[config.mk]
export PLATFORM = sky130hd
export DESIGN_NAME = uart_rx_flat
export DESIGN_NICKNAME = d
export VERILOG_FILES = /design/src/rtl/uart_pkg.sv /design/src/rtl/uart_rx_if.sv /design/src/rtl/baud_tick_gen.sv /design/src/rtl/uart_rx.sv /design/src/flat_wrapper.sv
export SDC_FILE = /design/constraint.sdc
export NUM_CORES = 1
export LEC_CHECK = 0
export BUFFER_PORTS_ARGS = -buffer_cell sky130_fd_sc_hd__buf_2
export CORE_MARGIN = 2
export CORE_UTILIZATION = 30
export CTS_CLUSTER_SIZE = 14
export DETAILED_ROUTE_END_ITERATION = 7
export GPL_ROUTABILITY_DRIVEN = 0
export SLEW_MARGIN = 20
export SYNTH_ARGS = -nofsm -noshare
export SYNTH_HDL_FRONTEND = slang
export SYNTH_SLANG_ARGS = --single-unit
[constraint.sdc]
create_clock -name clk -period 3.9 [get_ports clk]
set_input_delay 0.195 -clock clk [delete_from_list [all_inputs] [get_ports clk]]
set_output_delay 0.195 -clock clk [all_outputs]
set_load 0.03 [all_outputs]
[src/rtl/uart_pkg.sv]
// uart_pkg: shared UART state encoding and default line parameters
package uart_pkg;
  typedef enum logic [1:0] {IDLE, START, DATA, STOP} rx_state_t;
  localparam int CLK_FREQ_HZ = 100_000_000;
  localparam int BAUD_RATE = 9600;
  localparam int OVERSAMPLE = 16;
  localparam int DATA_BITS = 8;
endpackage

[src/rtl/uart_rx_if.sv]
// uart_rx_if: received-byte handshake and error pulses between receiver and consumer
interface uart_rx_if;
  import uart_pkg::*;
  logic [DATA_BITS-1:0] rx_data;
  logic rx_valid;
  logic rx_ready;
  logic frame_err;
  logic overrun;
  modport master(output rx_data, rx_valid, frame_err, overrun, input rx_ready);
  modport slave(input rx_data, rx_valid, frame_err, overrun, output rx_ready);
endinterface

[src/rtl/baud_tick_gen.sv]
// baud_tick_gen: free-running divider emitting a one-clk tick every DIV clocks
module baud_tick_gen #(
  parameter int DIV = 651
) (
  input  logic clk,
  input  logic rst,
  output logic tick
);
  localparam int W = DIV > 1 ? $clog2(DIV) : 1;
  logic [W-1:0] cnt_q, cnt_d;
  assign tick = cnt_q == W'(DIV - 1);
  assign cnt_d = tick ? '0 : cnt_q + 1'b1;
  // wrap the divider count on every tick
  always_ff @(posedge clk or posedge rst)
    if (rst) cnt_q <= '0;
    else cnt_q <= cnt_d;
endmodule

[src/rtl/uart_rx.sv]
// uart_rx: oversampling 8N1 receiver with ready/valid holding register and error pulses
module uart_rx #(
  parameter int CLK_FREQ_HZ = uart_pkg::CLK_FREQ_HZ,
  parameter int BAUD_RATE = uart_pkg::BAUD_RATE,
  parameter int OVERSAMPLE = uart_pkg::OVERSAMPLE
) (
  input  logic      clk,
  input  logic      rst,
  input  logic      rx,
  uart_rx_if.master rx_if
);
  import uart_pkg::*;
  localparam int DIV = CLK_FREQ_HZ / (BAUD_RATE * OVERSAMPLE);
  localparam int TW = $clog2(OVERSAMPLE);
  localparam int BW = $clog2(DATA_BITS);
  rx_state_t state_q, state_d;
  logic [TW-1:0] tcnt_q, tcnt_d;
  logic [BW-1:0] bcnt_q, bcnt_d;
  logic [DATA_BITS-1:0] shift_q, shift_d, data_q, data_d;
  logic [1:0] sync_q, arm_q;
  logic prev_q, valid_q, valid_d, ferr_q, ferr_d, ovr_q, ovr_d;
  logic tick, rx_s, fall, samp, good, load;
  baud_tick_gen #(.DIV(DIV)) u_tick (.clk(clk), .rst(rst), .tick(tick));
  assign rx_s = sync_q[1];
  assign fall = prev_q & ~rx_s;
  // synchronize rx; prev only arms once real line samples reach it, so a line held low out of reset never looks like an edge
  always_ff @(posedge clk or posedge rst)
    if (rst) begin
      sync_q <= 2'b11;
      arm_q <= '0;
      prev_q <= 1'b0;
    end else begin
      sync_q <= {sync_q[0], rx};
      arm_q <= {arm_q[0], 1'b1};
      prev_q <= rx_s & arm_q[1];
    end
  // frame sequencing: start check at mid start bit, then one sample per bit period
  always_comb begin
    state_d = state_q;
    tcnt_d = tcnt_q;
    bcnt_d = bcnt_q;
    shift_d = shift_q;
    samp = 1'b0;
    case (state_q)
      IDLE: if (fall) begin
        state_d = START;
        tcnt_d = '0;
        bcnt_d = '0;
      end
      START: if (tick) begin
        tcnt_d = tcnt_q == TW'(OVERSAMPLE / 2 - 1) ? '0 : tcnt_q + 1'b1;
        if (tcnt_q == TW'(OVERSAMPLE / 2 - 1)) state_d = rx_s ? IDLE : DATA;
      end
      DATA: if (tick) begin
        tcnt_d = tcnt_q + 1'b1;
        if (tcnt_q == TW'(OVERSAMPLE - 1)) begin
          shift_d = {rx_s, shift_q[DATA_BITS-1:1]};
          bcnt_d = bcnt_q + 1'b1;
          if (bcnt_q == BW'(DATA_BITS - 1)) state_d = STOP;
        end
      end
      STOP: if (tick) begin
        tcnt_d = tcnt_q + 1'b1;
        if (tcnt_q == TW'(OVERSAMPLE - 1)) begin
          samp = 1'b1;
          state_d = IDLE;
        end
      end
      default: state_d = IDLE;
    endcase
  end
  assign good = samp & rx_s;
  assign load = good & (~valid_q | rx_if.rx_ready);
  assign valid_d = load | (valid_q & ~rx_if.rx_ready);
  assign data_d = load ? shift_q : data_q;
  assign ferr_d = samp & ~rx_s;
  assign ovr_d = good & valid_q & ~rx_if.rx_ready;
  // frame state and holding register
  always_ff @(posedge clk or posedge rst)
    if (rst) begin
      state_q <= IDLE;
      tcnt_q <= '0;
      bcnt_q <= '0;
      shift_q <= '0;
      data_q <= '0;
      valid_q <= 1'b0;
      ferr_q <= 1'b0;
      ovr_q <= 1'b0;
    end else begin
      state_q <= state_d;
      tcnt_q <= tcnt_d;
      bcnt_q <= bcnt_d;
      shift_q <= shift_d;
      data_q <= data_d;
      valid_q <= valid_d;
      ferr_q <= ferr_d;
      ovr_q <= ovr_d;
    end
  assign rx_if.rx_data = data_q;
  assign rx_if.rx_valid = valid_q;
  assign rx_if.frame_err = ferr_q;
  assign rx_if.overrun = ovr_q;
endmodule

[src/flat_wrapper.sv]
// flat-port wrapper written by rule: the top's interface ports become plain ports
module uart_rx_flat import uart_pkg::*;
#(
  parameter int CLK_FREQ_HZ = uart_pkg::CLK_FREQ_HZ,
  parameter int BAUD_RATE = uart_pkg::BAUD_RATE,
  parameter int OVERSAMPLE = uart_pkg::OVERSAMPLE
)
  (clk, rst, rx, rx_if_rx_data, rx_if_rx_valid, rx_if_frame_err, rx_if_overrun, rx_if_rx_ready);
  uart_rx_if rx_if_i ();
  input  logic clk;
  input  logic rst;
  input  logic rx;
  output wire logic [$bits(rx_if_i.rx_data)-1:0] rx_if_rx_data;
  output wire logic [$bits(rx_if_i.rx_valid)-1:0] rx_if_rx_valid;
  output wire logic [$bits(rx_if_i.frame_err)-1:0] rx_if_frame_err;
  output wire logic [$bits(rx_if_i.overrun)-1:0] rx_if_overrun;
  input wire logic [$bits(rx_if_i.rx_ready)-1:0] rx_if_rx_ready;
  assign rx_if_rx_data = rx_if_i.rx_data;
  assign rx_if_rx_valid = rx_if_i.rx_valid;
  assign rx_if_frame_err = rx_if_i.frame_err;
  assign rx_if_overrun = rx_if_i.overrun;
  assign rx_if_i.rx_ready = rx_if_rx_ready;
  uart_rx #(.CLK_FREQ_HZ(CLK_FREQ_HZ), .BAUD_RATE(BAUD_RATE), .OVERSAMPLE(OVERSAMPLE)) u_core (.clk(clk), .rst(rst), .rx(rx), .rx_if(rx_if_i));
endmodule
## Yosys cells after proc, flatten, opt, wreduce, memory -nomap -nowiden

Cells that the tools add are included.
W data, S select, Z words.

- Input bits: 4
- Word-level logic and storage cells: 74
- Output and inout port bits: 11
- Bits in registers: 43

- Mux-type cells: 23
- Equality and inequality tests: 16
- Bitwise logic cells: 13
- Reductions and logical operators: 7
- $add $sub $neg: 3

Operators by type and width:

| cell | number |
|---|---|
| $mux W2 | 9 |
| $mux W4 | 4 |
| $ne A2 B1 Y1 const B | 6 |
| $pmux W4 S3 | 1 |
| $add A10 B1 Y10 const B | 1 |
| $eq A10 B10 Y1 const B | 1 |
| $mux W10 | 1 |
| $mux W3 | 3 |
| $and A1 B1 Y1 | 8 |
| $pmux W2 S4 | 1 |
| $reduce_and A8 Y1 | 1 |
| $ne A2 B2 Y1 const B | 3 |
| $pmux W3 S2 | 1 |
| $reduce_and A3 Y1 | 2 |
| $add A4 B1 Y4 const B | 1 |
| $eq A2 B2 Y1 const B | 2 |
| $eq A4 B3 Y1 const B | 1 |
| $eq A4 B4 Y1 const B | 1 |
| $reduce_and A4 Y1 | 1 |
| $add A3 B1 Y3 const B | 1 |
| $eq A3 B3 Y1 const B | 1 |
| $mux W1 | 3 |
| $not A1 Y1 | 3 |
| $eq A2 B1 Y1 const B | 1 |
| 4 further kinds | 5 |

## Depth between registers and ports, before layout

Gate-level depths: netlist (run 1).

- Depth in word-level cells: 7
- Mapped depth: 6
- Gate-level depth less buffers: 6

## By module

Synthesis (run 1) repeated with hierarchy kept, for this count alone.

- Cells, all modules: 151
- Area total of the unflattened synthesis: 1921.8 µm²

Modules (own cells, without submodules):

| module | sequential area each (µm²) | cells an instance | area each (µm²) | instances |
|---|---|---|---|---|
| uart_rx | 828.3 | 104 | 1393.8 | 1 |
| baud_tick_gen | 250.2 | 47 | 528.0 | 1 |

## Worst setup path before layout (run 1)

No wires, ideal clock.

- Path kind: reg-to-reg
- Start point: register u_core.u_tick.cnt_q[5]
- End point: register u_core.data_q[0] (netlist: u_core.rx_if.rx_data[0])
- Required time: 3.775 ns
- Library setup time: 0.125 ns
- Clock period less this slack: 1.933 ns
- Arrival: 1.808 ns
- Stages on the path, launching flop included: 5
- Path buffers: 0
- Path slack: 1.967 ns
- Cells stage by stage: dfrtp_1 or4b_4 nor4_4 nand3_2 mux2_2

- Longest elaborated chain between the ends: 5

Ends and longest elaborated chain:

| what | line | text |
|---|---|---|
| start, declared | baud_tick_gen.sv:10 | `logic [W-1:0] cnt_q, cnt_d;` |
| start signal, assigned | baud_tick_gen.sv:16 | `else cnt_q <= cnt_d;` |
| $eq A10 B10 Y1 | baud_tick_gen.sv:11 | `assign tick = cnt_q == W'(DIV - 1);` |
| $mux W1 | uart_rx.sv:62 | `STOP: if (tick) begin` |
| $mux W1 | uart_rx.sv:44 | `case (state_q)` |
| $and A1 B1 Y1 | uart_rx.sv:72 | `assign good = samp & rx_s;` |
| $and A1 B1 Y1 | uart_rx.sv:73 | `assign load = good & (~valid_q \| rx_if.rx_ready);` |
| end signal, assigned | uart_rx.sv:94 | `data_q <= data_d;` |
| end, declared | uart_rx.sv:19 | `logic [DATA_BITS-1:0] shift_q, shift_d, data_q, data_d;` |

No other way between the ends.
A chain may end at the register's enable or synchronous reset.

## Worst setup path after layout (run 1)

- Start point: register u_core.u_tick.cnt_q[5]
- End point: register u_core.tcnt_q[0]

- Longest elaborated chain between the ends: 3
- Elaborated cells between the ends (all ways): 4
- Those cells by class: eq/ne (3); reduce/logical (1)

Ends and longest elaborated chain:

| what | line | text |
|---|---|---|
| $eq A10 B10 Y1 * | baud_tick_gen.sv:11 |  |
| $ne A2 B2 Y1 (no source line) or $ne A2 B1 Y1 (tied branches) | -- |  |
| $reduce_and A3 Y1 (no source line) * | -- |  |
| end signal, assigned | uart_rx.sv:91 | `tcnt_q <= tcnt_d;` |
| end, declared | uart_rx.sv:17 | `logic [TW-1:0] tcnt_q, tcnt_d;` |

Mark *: on every way between the ends. The rest lies on a longest branch, timed or not.

==> results of run 1 <==
-- kinds of logic after synthesis --
kind of cell | synth area share
mux | 0.119
compound gates | 0.0503
simple gates | 0.166
other cells | 0.00201
flops | 0.579
xor+xnor | 0.0376
fa+ha+maj | 0.0336
buf+inv | 0.0121
-- routing by layer --
layer  vias to the layer above  routed length, um  GRT usage
li1                        560                  -          -
met1                       568               1430      0.124
met3                         5                 60     0.0229
met5                         -                  0          0
met4                         0                 55     0.0477
met2                        12               1400      0.127
-- critical path, stage by stage, from the launching register on --
cell and delay, ns:
dfrtp_1 0.42, or4b_4 0.60, nor3_2 0.48, a21oi_1 0.20, mux2_2 0.30
-- path summary, 6_finish.rpt --
| path | start | end | slack, ns |
|---|---|---|---|
| setup / recovery | u_core.u_tick.cnt_q[5]$_DFF_PP0_ | u_core.tcnt_q[0]$_DFFE_PP0P_ | 1.79 |
| hold / removal | rst | u_core.shift_q[7]$_DFFE_PP0P_ | 0.03 |
| setup reg to reg | u_core.u_tick.cnt_q[5]$_DFF_PP0_ | u_core.tcnt_q[0]$_DFFE_PP0P_ | 1.79 |
| hold reg to reg | u_core.arm_q[0]$_DFF_PP0_ | u_core.arm_q[1]$_DFF_PP0_ | 0.34 |
| max in group asynchronous | rst | u_core.sync_q[1]$_DFF_PP1_ | 3.50 |
| min in group clk | rx_if_rx_ready | u_core.rx_if.overrun$_DFF_PP0_ | 0.22 |
-- layout make-up --
class                           instances  area [um^2]
Fill cell                             593         3840
Sequential cell                        43         1080
Multi-Input combinational cell         99          763
Tap cell                               75         93.8
Timing Repair Buffer                   16         87.6
Clock buffer                            7         76.3
Inverter                                4         15.0
Clock inverter                          1         5.00
-- cells in the mapped netlist (3+ instances only) --
cell,instances
dfrtp_1,41
o21ai_0,3
and3_1,4
xnor2_1,6
ha_1,5
nor2_1,10
nand2_1,11
o211ai_1,3
nand2b_1,3
inv_1,4
mux2_2,18
nand3_1,8
-- what timing repair did --
action / CTS / global route
hold endpoints to repair: 1 / 0
hold buffers: 1 / 0
buffers inserted: 0 / 0
-- flip-flops by register name (all words and copies together), names as in the netlist, named ones only --
name and flops:
u_core.rx_if.rx_valid 1, u_core.tcnt_q 4, u_core.u_tick.cnt_q 10, u_core.sync_q 2
u_core.rx_if.overrun 1, u_core.prev_q 1, u_core.arm_q 2, u_core.bcnt_q 3
u_core.state_q 1, u_core.shift_q 8, u_core.rx_if.rx_data 8, u_core.rx_if.frame_err 1
-- per-stage QoR --
| step | area (um^2) | total power [mW] | hold slack (ns) | utilization | setup WS [ns] |
|---|---|---|---|---|---|
| floorplan | 1860 | 0.467 | 0.199 | - | 1.97 |
| global placement | 2030 | 0.472 | 0.301 | 0.341 | 1.81 |
| detailed placement | 2030 | 0.472 | 0.301 | 0.341 | 1.78 |
| CTS | 2120 | 0.741 | 0.0429 | 0.356 | 1.77 |
| global route | 2120 | 0.765 | 0.0821 | 0.356 | 1.67 |
| finish | 2120 | 0.727 | 0.0294 | 0.356 | 1.79 |
-- where the power goes --
group,switching [mW],internal (mW),leakage (nW)
Clock,0.138,0.126,0.0422
Combinational,0.00958,0.00339,0.407
Sequential,0.00149,0.449,0.569
==> summary.md, run 1 <==
| Metric | Value |
|---|---|
| Rows | `28` |
| Cells after synthesis | `148` |
| DR vias/cell | `approximately 4.7` |
| Crit. End Element | `register` |
| Initial Utilization | `0.313` |
| Largest net degree at the start of global routing | `44` |
| Clock-pin slew on the worst setup and hold paths | `0.08 ns` |
| Initial antenna violation count | `0` |
| Layout area overhead | `13.7%` |
| Hold WC Path Type | `in2async` |
| Critical path type | `reg2reg` |
| Mean post-synth cell area | `around 13 um^2` |
| H-tree depth | `2` |
| Commonest non-fill, non-tap cell in the layout | `dfrtp_1` |
| Sequential share of the synthesized area | `0.579` |
| Ys flop type | `dfrtp_1` |
| Max Cap Viol | `0` |
| Dominant cell type by area after synthesis | `dfrtp_1` |
| DRC Markers | `0` |
| Nets | `178` |
| TritonCTS clock tree | `yes` |
| Synth cell types | `35` |
| Setup violators final | `0` |
| RSZ-0062 raised after global routing | `no` |
| Placed cells | `236` |
| Dpl hpwl | `2.09 mm` |
| Worst reg2reg path depth | `4` |
| Tcrit/Tclk final | `0.541` |
| Post-Syn Nets | `157` |
| Nature of the critical path startpoint | `register` |
| Vias | `1,145` |
| Synth area leaders | `dfrtp_1 (55%), mux2_2 (11%), ha_1 (3.4%), dfstp_2 (2.8%), xnor2_1 (2.8%)` |
| Critical Path AT | `2.28 ns` |
| Clk sinks | `between 40 and 50` |
| Final std cells w/o fill | `approximately 250` |
| Fraction of registers with async set/reset | `1.00` |
| Pwr/cell area | `343 nW/um^2` |
| Total congestion overflow | `0` |
| EDFF count, synth | `0` |
| Post-route ant nets | `0` |
| Core area | `5960 um^2` |
| Worst rel slew slack | `0.642` |
| Most frequent cells in the layout | `dfrtp_1 (41), mux2_2 (18), buf_2 (14), nand2_1 (11), nor2_1 (10)` |
| Skew-Pair Late Insertion Delay | `0.29 ns` |
| Slew @ Worst Pin | `0.533 ns` |
| Post-CTS Resized | `0` |
| Final period demand of the worst path | `2.11 ns` |
| Cell leakage power | `1.02 nW` |
| I/O Buffers | `14` |
| Drt pass-1 iters | `3` |
| Flops & latches, synth | `43` |
| Outcome | `finished clean` |
| Ys Warns | `0` |
| Setup TNS | `0 ns` |
| Chip width | `82.8 um` |
| Ports | `15` |
| Maximum VDD drop | `0.144 mV` |
| Die H | `82.8 um` |
| Clock skew | `0.00623 ns` |
| TritonCTS Buffers | `5` |
| CP required | `4.07 ns` |
| Syn Std Cell Area | `about 1900 um^2` |
| Final Routed Wirelength | `between 2 and 3 mm` |
| N_diodes | `0` |
| Total track usage | `0.0891` |
| Wire per inst | `12.0 um` |
| Root buf cell | `clkbuf_8` |
| Global-route wire length before repair | `5.03 mm` |
| Vias in the first global route | `1,119` |
| DR iter-0 viols | `26` |
| Die area | `6860 um^2` |
| Maximum clock insertion buffer count | `2` |
| Post-synth top area share | `0.550` |
| Max-slew violation count | `0` |
| Worst Path Max Fanout | `10` |
| Max Fclk | `474 MHz` |
| Share of cells above drive strength 1 | `0.282` |
| Final Hold Viols | `0` |
Note: power is estimated with default switching activity, not from simulation.
==> inputs of run 2 (changes only) <==
--- a/config.mk
+++ b/config.mk
@@ -5,6 +5,7 @@
 export SDC_FILE = /design/constraint.sdc
 export NUM_CORES = 1
 export LEC_CHECK = 0
+export ABC_AREA = 1
 export BUFFER_PORTS_ARGS = -buffer_cell sky130_fd_sc_hd__buf_2
 export CORE_MARGIN = 2
 export CORE_UTILIZATION = 30
==> constraint.sdc (replaced) <==
create_clock -name clk -period 2 [get_ports clk]
set_input_delay 0.1 -clock clk [delete_from_list [all_inputs] [get_ports clk]]
set_output_delay 0.1 -clock clk [all_outputs]
set_load 0.03 [all_outputs]
==> run 2 against run 1 <==
Compared with the run above:
- worst hold slack gained 0.18 ns
- highest routed layer unchanged
- core utilization up 0.29 points
- largest cell class unchanged
- critical path type unchanged
- register-to-register slack worse by 1.5 ns
==> summary.md, run 2 <==
| Metric | Value |
|---|---|
| Root buf cell | `clkbuf_8` |
| Max Cap Viol | `0 (unchanged)` |
| Initial antenna violation count | `0 (unchanged)` |
| Worst Path Max Fanout | `10 (unchanged)` |
| Setup violators final | `0 (unchanged)` |
| Fillers | `656 (+11%)` |
| EDFF count, synth | `0 (unchanged)` |
| Clk sinks | `43 (unchanged)` |
| Mean post-synth cell area | `8.82 um^2 (-30%)` |
| Flops & latches, synth | `43 (unchanged)` |
| Initial Utilization | `0.311 (-0.00189)` |
| Chip width | `85.2 um (+2.8%)` |
| H-tree depth | `2 (unchanged)` |
| Total congestion overflow | `0 (unchanged)` |
| TritonCTS Buffers | `5 (unchanged)` |
| DRC Markers | `0 (unchanged)` |
| Skew-Pair Late Insertion Delay | `0.30 ns (about the same)` |
| Fraction of registers with async set/reset | `1.00 (unchanged)` |
| Nature of the critical path startpoint | `register` |
| Die H | `85.2 um (+2.8%)` |
| Most frequent cells in the layout | `nand2_1 (71), dfrtp_1 (41), nand3_1 (26), inv_1 (21), buf_2 (14)` |
| Maximum clock insertion buffer count | `2 (unchanged)` |
| Clock-pin slew on the worst setup and hold paths | `0.09 ns (about the same)` |
| Sequential share of the synthesized area | `0.546 (-0.0326)` |
| Ys Warns | `0 (unchanged)` |
| Total track usage | `0.109 (+0.0203)` |
| Hold WC Path Type | `in2async` |
| Place WS | `0.233 ns (-1.54 ns)` |
| Worst reg2reg path depth | `11 (+7)` |
| Share of cells above drive strength 1 | `0.180 (-0.102)` |
| Top-count cell post-synth | `nand2_1` |
| Syn Std Cell Area | `1980 um^2 (+6.0%)` |
| Wire per inst | `10.8 um (-10%)` |
| Vias in the first global route | `1,399 (+25%)` |
| Core area | `6350 um^2 (+6.6%)` |
| Final Routed Wirelength | `3.54 mm (+20%)` |
| Vias | `1,455 (+27%)` |
| Nets | `258 (+45%)` |
| Rows | `29 (+3.6%)` |
| Layout area overhead | `15.3%` |
| Largest net degree at the start of global routing | `40 (-9.1%)` |
| Die area | `7250 um^2 (+5.7%)` |
| Cell leakage power | `1.24 nW (+22%)` |
| Commonest non-fill, non-tap cell in the layout | `nand2_1` |
| DR vias/cell | `4.45 (-4.8%)` |
| Pwr/cell area | `793 nW/um^2 (+130%)` |
| TritonCTS clock tree | `yes` |
| Critical path type | `reg2reg` |
| Crit. End Element | `register` |
| RSZ-0062 raised after global routing | `no` |
| Max FFs per register | `10 (unchanged)` |
| Post-route ant nets | `0 (unchanged)` |
| Synth cell types | `29 (-17%)` |
| Ports | `15 (unchanged)` |
| Reg2reg end | `u_core.rx_if.rx_data[2]$_DFFE_PP0P_` |
| Maximum VDD drop | `0.348 mV (+140%)` |
| Drt pass-1 iters | `4 (+1)` |
| Largest reg by FF count | `u_core.u_tick.cnt_q` |
| Final period demand of the worst path | `1.73 ns (-0.374 ns)` |
| Reg2reg start | `u_core.u_tick.cnt_q[0]$_DFF_PP0_` |
| Critical Path AT | `1.92 ns (-0.36 ns)` |
| Final setup margin | `0.266 ns (-1.53 ns)` |
| DR iter-0 viols | `119 (+360%)` |
| Synth top cells by count | `nand2_1 (71), dfrtp_1 (41), nand3_1 (26), inv_1 (21), nor2_1 (13)` |
| Max Fclk | `577 MHz (+22%)` |
| Post-synth top area share | `0.519 (-0.0310)` |
| Dominant cell type by area after synthesis | `dfrtp_1` |
| Global-route wire length before repair | `6.38 mm (+27%)` |
| Tcrit/Tclk final | `0.867 (+0.326)` |
| Fin util | `0.359 (+0.00294)` |
| Setup TNS | `0 ns (unchanged)` |
| I/O Buffers | `14 (unchanged)` |
| Cells after synthesis | `224 (+51%)` |
| Post-Syn Nets | `233 (+48%)` |
| Final Hold Viols | `0 (unchanged)` |
| Clock skew | `0.0117 ns (+0.00549 ns)` |
| Synth area leaders | `dfrtp_1 (52%), nand2_1 (13%), nand3_1 (6.6%), inv_1 (4.0%), ha_1 (3.2%)` |
| N_diodes | `0 (unchanged)` |
| Dpl hpwl | `2.58 mm (+23%)` |
| Outcome | `finished clean` |
| R2R Setup Slk | `0.27 ns (-1.53 ns)` |
| CP required | `2.19 ns (-1.88 ns)` |
| Worst setup path start | `u_core.u_tick.cnt_q[0]$_DFF_PP0_` |
| Ys flop type | `dfrtp_1` |
| Max-slew violation count | `0 (unchanged)` |
-- run 2: per-stage QoR --
stage | total power [mW] | instance area, um^2 | cells | hold WS, ns
finish | 1.81 | 2280 | 327 | 0.213
global route | 1.93 | 2280 | 327 | 0.215
CTS | 1.83 | 2260 | 325 | 0.212
detailed placement | 1.25 | 2150 | 315 | -0.00776
global placement | 1.24 | 2150 | 315 | -0.00558
floorplan | 1.18 | 1980 | 224 | 0.104
-- run 2: power breakdown --
group / internal, mW / switching, mW / total (mW)
Clock: 0.250 / 0.325 / 0.575
Combinational: 0.0903 / 0.223 / 0.314
Sequential: 0.894 / 0.0231 / 0.917
-- run 2: how the worst max path moves through the flow --
stage	end	depth (start not counted)	slack, ns
floorplan	u_core.rx_if.rx_data[0]$_DFFE_PP0P_	11	0.40
global placement	u_core.rx_if.rx_data[2]$_DFFE_PP0P_	11	0.29
detailed placement	u_core.rx_if.rx_data[2]$_DFFE_PP0P_	11	0.23
CTS	u_core.rx_if.rx_data[2]$_DFFE_PP0P_	11	0.21
global route	u_core.rx_if.rx_data[2]$_DFFE_PP0P_	11	0.04
finish	u_core.rx_if.rx_data[2]$_DFFE_PP0P_	11	0.27
-- run 2: logic make-up (layout without fill, tap and decap cells) --
| logic type | after synthesis | count (layout) | synth area share |
|---|---|---|---|
| other | 1 | 1 | 0.00190 |
| DFF | 43 | 43 | 0.546 |
| xor gates and xnor gates | 6 | 6 | 0.0266 |
| AOI/OAI and AO/OA | 15 | 15 | 0.0399 |
| adders and majority gates | 5 | 5 | 0.0317 |
| buffers and inverters | 27 | 53 | 0.0538 |
| and+or+nand+nor | 127 | 127 | 0.300 |
-- run 2: area by class of cell --
cell class	instances	area, um^2	share of cell area
Tap cell	77	96.3	0.0423
Sequential cell	43	1080	0.473
Clock buffer	5	68.8	0.0302
Timing Repair Buffer	21	128	0.0560
Inverter	24	90.1	0.0395
Multi-Input combinational cell	154	793	0.348
Clock inverter	3	23.8	0.0104
-- run 2: worst max-delay path, cell delays in order (launching register included) --
cell and delay (ns):
dfrtp_1 0.43, inv_1 0.09, ha_1 0.14, nand2_1 0.06, nor2_2 0.13, nand3_4 0.14
nor2_4 0.12, nand2_2 0.10, nor2_8 0.17, nand2_4 0.10, nand2_1 0.08, nand2_1 0.05
-- run 2: layer usage --
metal,share of wire,track usage,up-vias
met3,0.032,0.0282,11
met4,0.029,0.0519,0
met2,0.42,0.158,23
met1,0.51,0.153,663
li1,-,-,758
met5,0,0,-
-- run 2: repair_timing --
action | 4_1_cts | 5_1_grt
hold buffers | 2 | 0
gates resized for setup | 0 | 1
buffers inserted | 0 | 2
endpoints found under the hold margin | 5 | 0
setup endpoints to repair | 0 | 2
